`src/rtl/rr_grant_lock_if.sv`:
```
// rr_grant_lock_if
//   Request/grant bundle between the requesters of one router output and
//   the round-robin grant controller that arbitrates them.
//   req_vec     per-requester flit valid
//   req_last    per-requester "current flit is the last of its packet"
//   gnt_ready   downstream accepts the granted flit this cycle
//   gnt_vec     one-hot grant, all-zero while idle
//   gnt_valid   a grant is currently held
//   start_entry one-hot rotating priority pointer
//   timeout_err one-cycle pulse after a stalled grant is force-released
//   master: requester/downstream side; slave: the grant controller.
interface rr_grant_lock_if #(
    parameter int ENTRIES_NUM = 4
);
    logic [ENTRIES_NUM-1:0] req_vec;
    logic [ENTRIES_NUM-1:0] req_last;
    logic                   gnt_ready;
    logic [ENTRIES_NUM-1:0] gnt_vec;
    logic                   gnt_valid;
    logic [ENTRIES_NUM-1:0] start_entry;
    logic                   timeout_err;

    modport master (
        output req_vec, req_last, gnt_ready,
        input  gnt_vec, gnt_valid, start_entry, timeout_err
    );

    modport slave (
        input  req_vec, req_last, gnt_ready,
        output gnt_vec, gnt_valid, start_entry, timeout_err
    );
endinterface

```
`src/rtl/rr_grant_lock.sv`:
```
// rr_grant_lock
//   Round-robin grant controller for one router output. Holds a registered
//   one-hot grant for a whole packet, advances priority to one past the
//   winner on release, and force-releases a grant that stalls for
//   TIMEOUT_CYCLES cycles (TIMEOUT_CYCLES = 0 disables the watchdog).
//   clk  : clock
//   rst  : synchronous active-high reset
//   bus  : rr_grant_lock_if.slave (requests in, grant/pointer/error out)
module rr_grant_lock #(
    parameter int ENTRIES_NUM    = 4,
    parameter int TIMEOUT_CYCLES = 0
) (
    input  logic           clk,
    input  logic           rst,
    rr_grant_lock_if.slave bus
);
    localparam int CNT_W = (TIMEOUT_CYCLES == 0) ? 1 : $clog2(TIMEOUT_CYCLES + 1);
    localparam logic [CNT_W-1:0] CNT_LAST =
        (TIMEOUT_CYCLES == 0) ? CNT_W'(0) : CNT_W'(TIMEOUT_CYCLES - 1);
    localparam logic [CNT_W-1:0]       CNT_ONE = CNT_W'(1);
    localparam logic [ENTRIES_NUM-1:0] ONE     = ENTRIES_NUM'(1);

    typedef enum logic {
        IDLE = 1'b0,
        LOCK = 1'b1
    } state_t;

    // Lowest set request at or above the pointer, else lowest set overall.
    // x & (~x + 1) isolates the lowest set bit.
    function automatic logic [ENTRIES_NUM-1:0] rr_select(
        input logic [ENTRIES_NUM-1:0] req,
        input logic [ENTRIES_NUM-1:0] start
    );
        logic [ENTRIES_NUM-1:0] upper;
        upper = req & ~(start - ONE);
        if (|upper) begin
            return upper & (~upper + ONE);
        end
        return req & (~req + ONE);
    endfunction

    state_t                 state_q, state_d;
    logic [ENTRIES_NUM-1:0] gnt_q, gnt_d;
    logic [ENTRIES_NUM-1:0] start_q, start_d;
    logic [CNT_W-1:0]       cnt_q, cnt_d;
    logic                   terr_q, terr_d;

    logic                   found;
    logic                   xfer;
    logic                   done;
    logic                   tmo;
    logic [ENTRIES_NUM-1:0] rot;

    always_comb begin
        state_d = state_q;
        gnt_d   = gnt_q;
        start_d = start_q;
        cnt_d   = cnt_q;
        terr_d  = 1'b0;

        found = |bus.req_vec;
        // gnt_q is one-hot, so masking and OR-reducing picks the owner's bit.
        xfer  = (|(bus.req_vec & gnt_q)) & bus.gnt_ready;
        done  = xfer & (|(bus.req_last & gnt_q));
        // A transfer in the same cycle always cancels the timeout.
        tmo   = (TIMEOUT_CYCLES != 0) && (cnt_q == CNT_LAST) && !xfer;
        rot   = {gnt_q[ENTRIES_NUM-2:0], gnt_q[ENTRIES_NUM-1]};

        case (state_q)
            IDLE: begin
                cnt_d = '0;
                if (found) begin
                    gnt_d   = rr_select(bus.req_vec, start_q);
                    state_d = LOCK;
                end else begin
                    gnt_d = '0;
                end
            end
            LOCK: begin
                if (done || tmo) begin
                    // Release and re-arbitrate with the advanced pointer in the
                    // same cycle so back-to-back packets have no bubble.
                    start_d = rot;
                    terr_d  = tmo;
                    cnt_d   = '0;
                    gnt_d   = rr_select(bus.req_vec, rot);
                    state_d = found ? LOCK : IDLE;
                end else if (xfer || (TIMEOUT_CYCLES == 0)) begin
                    cnt_d = '0;
                end else begin
                    cnt_d = cnt_q + CNT_ONE;
                end
            end
            default: begin
                state_d = IDLE;
                gnt_d   = '0;
                cnt_d   = '0;
            end
        endcase
    end

    always_ff @(posedge clk) begin
        if (rst) begin
            state_q <= IDLE;
            gnt_q   <= '0;
            start_q <= ONE;
            cnt_q   <= '0;
            terr_q  <= 1'b0;
        end else begin
            state_q <= state_d;
            gnt_q   <= gnt_d;
            start_q <= start_d;
            cnt_q   <= cnt_d;
            terr_q  <= terr_d;
        end
    end

    assign bus.gnt_vec     = gnt_q;
    assign bus.gnt_valid   = (state_q == LOCK);
    assign bus.start_entry = start_q;
    assign bus.timeout_err = terr_q;
endmodule

```
`src/flat_wrapper.sv`:
```
// flat-port wrapper written by rule: the top's interface ports become plain ports
module rr_grant_lock_flat 
#(
    parameter int ENTRIES_NUM    = 4,
    parameter int TIMEOUT_CYCLES = 0
)
  (clk, rst, bus_req_vec, bus_req_last, bus_gnt_ready, bus_gnt_vec, bus_gnt_valid, bus_start_entry, bus_timeout_err);
  rr_grant_lock_if #(.ENTRIES_NUM(ENTRIES_NUM)) bus_i ();
  input  logic clk;
  input  logic rst;
  input wire logic [$bits(bus_i.req_vec)-1:0] bus_req_vec;
  input wire logic [$bits(bus_i.req_last)-1:0] bus_req_last;
  input wire logic [$bits(bus_i.gnt_ready)-1:0] bus_gnt_ready;
  output wire logic [$bits(bus_i.gnt_vec)-1:0] bus_gnt_vec;
  output wire logic [$bits(bus_i.gnt_valid)-1:0] bus_gnt_valid;
  output wire logic [$bits(bus_i.start_entry)-1:0] bus_start_entry;
  output wire logic [$bits(bus_i.timeout_err)-1:0] bus_timeout_err;
  assign bus_i.req_vec = bus_req_vec;
  assign bus_i.req_last = bus_req_last;
  assign bus_i.gnt_ready = bus_gnt_ready;
  assign bus_gnt_vec = bus_i.gnt_vec;
  assign bus_gnt_valid = bus_i.gnt_valid;
  assign bus_start_entry = bus_i.start_entry;
  assign bus_timeout_err = bus_i.timeout_err;
  rr_grant_lock #(.ENTRIES_NUM(ENTRIES_NUM), .TIMEOUT_CYCLES(TIMEOUT_CYCLES)) u_core (.clk(clk), .rst(rst), .bus(bus_i));
endmodule
```
`config.mk`:
```
export PLATFORM = sky130hd
export DESIGN_NAME = rr_grant_lock_flat
export DESIGN_NICKNAME = d
export VERILOG_FILES = /design/src/rtl/rr_grant_lock_if.sv /design/src/rtl/rr_grant_lock.sv /design/src/flat_wrapper.sv
export SDC_FILE = /design/constraint.sdc
export NUM_CORES = 1
export LEC_CHECK = 0
export CAP_MARGIN = 10
export CORE_MARGIN = 4
export CORE_UTILIZATION = 40
export CTS_CLUSTER_DIAMETER = 100
export DETAILED_ROUTE_END_ITERATION = 8
export GPL_TIMING_DRIVEN = 0
export PLACE_DENSITY_LB_ADDON = 0.05
export SLEW_MARGIN = 20
export SYNTH_ARGS = -nofsm -noshare
export SYNTH_HDL_FRONTEND = slang
export SYNTH_SLANG_ARGS = --single-unit
export TNS_END_PERCENT = 1
```
`constraint.sdc`:
```
create_clock -name clk -period 3.81 [get_ports clk]
set_clock_uncertainty 0.1 [all_clocks]
set_input_delay 0.762 -clock clk [delete_from_list [all_inputs] [get_ports clk]]
set_output_delay 0.762 -clock clk [all_outputs]
set_load 0.02 [all_outputs]
```
==> key figures <==
Run status
  • Status: finished, final reports clean

Floorplan
  • Die Footprint: 0.002538 mm^2
  • Row cnt: 15
  • Initial Utilization: 42.05%
  • Die W: 50.38 um
  • Top Ports: 21
  • Die Ht: 50.38 um
  • Core Box Area: 0.001708 mm^2

STA
  • Hold_ws: 405.2 ps
  • Final min period: roughly 2500 ps
  • Final WS setup: 1289 ps
  • Max Slew Vio Count: 0
  • Final period util: between 60% and 70%
  • Setup_tns: 0 ps
  • Final setup viols: 0
  • Final hold vios: 0
  • Fmax: 396.6 MHz
  • RSZ-0062 raised after global routing: false

Cells and area
  • Layout cells sized above 1: around 15%
  • Post-route cell area: roughly 940 um^2
  • Post-route insts no fill: roughly 140
  • P&R area growth vs syn: 30.31%
  • Fin nets: 124
  • Fin util: 54.80%
  • ANT cells: 0

Run
  • Max Cap Viol: 0

Clock tree
  • CTS tree: built
  • Num CTS Buffers: 3
  • Clock transition at path regs: 60 ps
  • H-tree level count: 1
  • Clock Sinks: 9
  • Longest Clk Path Bufs: 2
  • CTS Root Buffer Type: clkbuf_4
  • Post-CTS Setup Repair Bufs: 0
  • Later-pin clock latency in the skew report: 260 ps
  • Post-cts sizing count: 0
  • Hold_buf cts: 0

Detailed routing
  • Routed len/inst: around 13 um
  • Vias per cell: 5.156
  • First-pass DRT Iterations: 4
  • Drt drc: 0
  • Routed Wire Length: 1.791 mm
  • Violation count after the first detailed-routing iteration: 23
  • Via Count: 696
  • ANT nets after route: 0

Setup path
  • CP Max Fanout: 8
  • Reg2reg start: u_core.bus.gnt_vec[3]
  • RR Endpoint: u_core.bus.gnt_vec[1]
  • WP data required: 3870 ps
  • Worst r2r path cells: 7
  • Critical path, cell by cell: clkdlybuf4s50_1, a22oi_1, a221oi_2, nand2b_1, buf_4, nor2_1, nor4_2
  • Reg-to-reg slack, setup: 1850 ps
  • Kind of critical path: in -> reg
  • Worst setup EP type: register
  • CP Data Arrival Time: 2580 ps
  • Crit path largest cell delay: ~630 ps
  • Slowest cell on the critical path: clkdlybuf4s50_1
  • Start point of the critical path: bus_req_vec[2]
  • Element type at the critical path start: primary input

Power and ir drop
  • Part of the power in registers: 38.7%
  • Combinational share of power: 34.1%
  • Sw Ratio: 32.61%
  • Max VDD drop: 179.8 uV
  • Clock network power share: 27.2%
  • Leak: 0.3279 nW
  • Sw Pwr: 88.50 uW
  • PwrDens: 290.0 mW/mm^2
  • Design Power: roughly 270 uW
  • Cell-internal power: 182.9 uW

Worst hold path
  • HP Class: reg -> reg
  • Min-Delay Endpoint: u_core.bus.start_entry[3]
  • Hold path cells: 2
  • Hold Crit Start: u_core.bus.start_entry[3]

Placement
  • DP HPWL: about 1.4 mm
  • Port Buffers: 16
  • Post-DP Area: 909.6 um^2
  • Placer congestion estimate: about 0.85
  • DP Cell Count: 131
  • Pre-CTS setup slack: 1007 ps

GRT
  • Grt ovf: 0
  • Vias in the first global route: 649
  • First-pass GRT wire length: about 3 mm
  • Largest net degree at the start of global routing: 11
  • Initial antenna violation count: 0
  • GRT Total Usage: 15.69%

Yosys
  • Ys Warns: 0
  • Avg Inst Size Synth: 7.980 um^2
  • Register area share after synthesis: between 20% and 30%
  • Cell area after synthesis: 718.2 um^2
  • Synth unique cells: 38
  • Synthesis-stage register bit count: 9
  • Syn Inst Count: 90
  • Syn_nets: 103
-- cells by family (layout without fill, tap and decap cells) --
logic type | after synthesis | count (layout) | synth area share [%]
other cells | 1 | 1 | 0.5221
buf+inv | 12 | 32 | 8.187
fa+ha+maj | 2 | 2 | 3.484
compound gates | 25 | 25 | 29.62
flops | 9 | 9 | 25.09
simple gates | 39 | 39 | 30.66
xor+xnor | 2 | 2 | 2.439
-- worst max-delay path: cells and delay by family --
kind | cells | cell delay (ps)
compound gates | 2 | 570
simple gates | 3 | 460
buf+inv | 2 | 780
-- power by group through the flow --
stage	Combinational [mW]	Sequential, mW	Clock (mW)
after floorplan	0.0585	0.112	0
after global placement	0.0929	0.107	0
after detailed placement	0.0925	0.107	0
after CTS	0.0932	0.105	0.0773
after global routing	0.102	0.106	0.0839
final	0.0926	0.105	0.0738
-- cells in the final DEF (no fill, tap or decap), types with 2 or more instances in the layout --
cell type / netlist / routed
and3_4: 2 / 2
and2_1: 2 / 2
clkdlybuf4s50_1: 0 / 16
clkbuf_4: 0 / 3
a311oi_1: 2 / 2
dfxtp_1: 9 / 9
nor2_1: 8 / 8
nand2_1: 11 / 11
clkbuf_1: 1 / 2
buf_4: 3 / 3
a22oi_1: 4 / 4
xnor2_1: 2 / 2
inv_1: 5 / 5
ha_1: 2 / 2
or4_1: 3 / 3
nand3_1: 4 / 4
a21oi_1: 6 / 6
o31ai_1: 3 / 3
buf_2: 2 / 2
-- synthesized netlist by cell type --
master	count	area (um^2)
a211o_1	1	8.760
a211oi_2	1	12.51
a21oi_1	6	30.03
a21oi_2	1	8.760
a221oi_1	1	8.760
a221oi_2	1	15.01
a22oi_1	4	30.03
a311oi_1	2	17.52
and2_1	2	12.51
and3_4	2	22.52
buf_1	1	3.750
buf_2	2	10.01
buf_4	3	22.52
clkbuf_1	1	3.750
conb_1	1	3.750
dfxtp_1	9	180.2
ha_1	2	25.02
inv_1	5	18.77
nand2_1	11	41.29
nand2_2	1	6.260
nand2b_1	1	6.260
nand3_1	4	20.02
nand3b_1	1	7.510
nor2_1	8	30.03
nor3_1	1	5.000
nor4_1	1	6.260
nor4_2	1	12.51
nor4b_1	1	8.760
nor4bb_1	1	10.01
o211ai_1	1	7.510
o21ai_0	1	5.000
o31ai_1	3	22.52
o31ai_4	1	21.27
o32ai_1	1	8.760
o32ai_2	1	16.27
or3b_1	1	8.760
or4_1	3	22.52
xnor2_1	2	17.52
-- area by class of cell --
type	count	area (um^2)
Fill cell	175	772.0
Buffer	7	40.04
Multi-Input combinational cell	69	479.2
Inverter	5	18.77
Tap cell	25	31.28
Clock buffer	4	26.28
Sequential cell	9	180.2
Timing Repair Buffer	16	160.2
-- how the worst max path moves through the flow --
stage,endpoint
after floorplan,u_core.bus.gnt_vec[0]
after global placement,u_core.bus.gnt_vec[1]
after detailed placement,u_core.bus.gnt_vec[1]
after CTS,u_core.bus.gnt_vec[1]
after global routing,u_core.bus.gnt_vec[1]
final,u_core.bus.gnt_vec[1]
-- sequential cells by signal, indices dropped and copies added, names as in the netlist --
| name | flops |
|---|---|
| u_core.bus.gnt_vec | 4 |
| u_core.bus.start_entry | 4 |
| u_core.bus.gnt_valid | 1 |
-- layer usage --
metal | GRT usage [%] | vias up | part of all wire (%)
li1 | - | 371 | -
met4 | 1.345 | 0 | 0
met5 | 0 | - | 0
met3 | 6.825 | 0 | 6.6
met2 | 22.83 | 21 | 44
met1 | 22.14 | 304 | 50
Power figures use the tool's default switching activity.
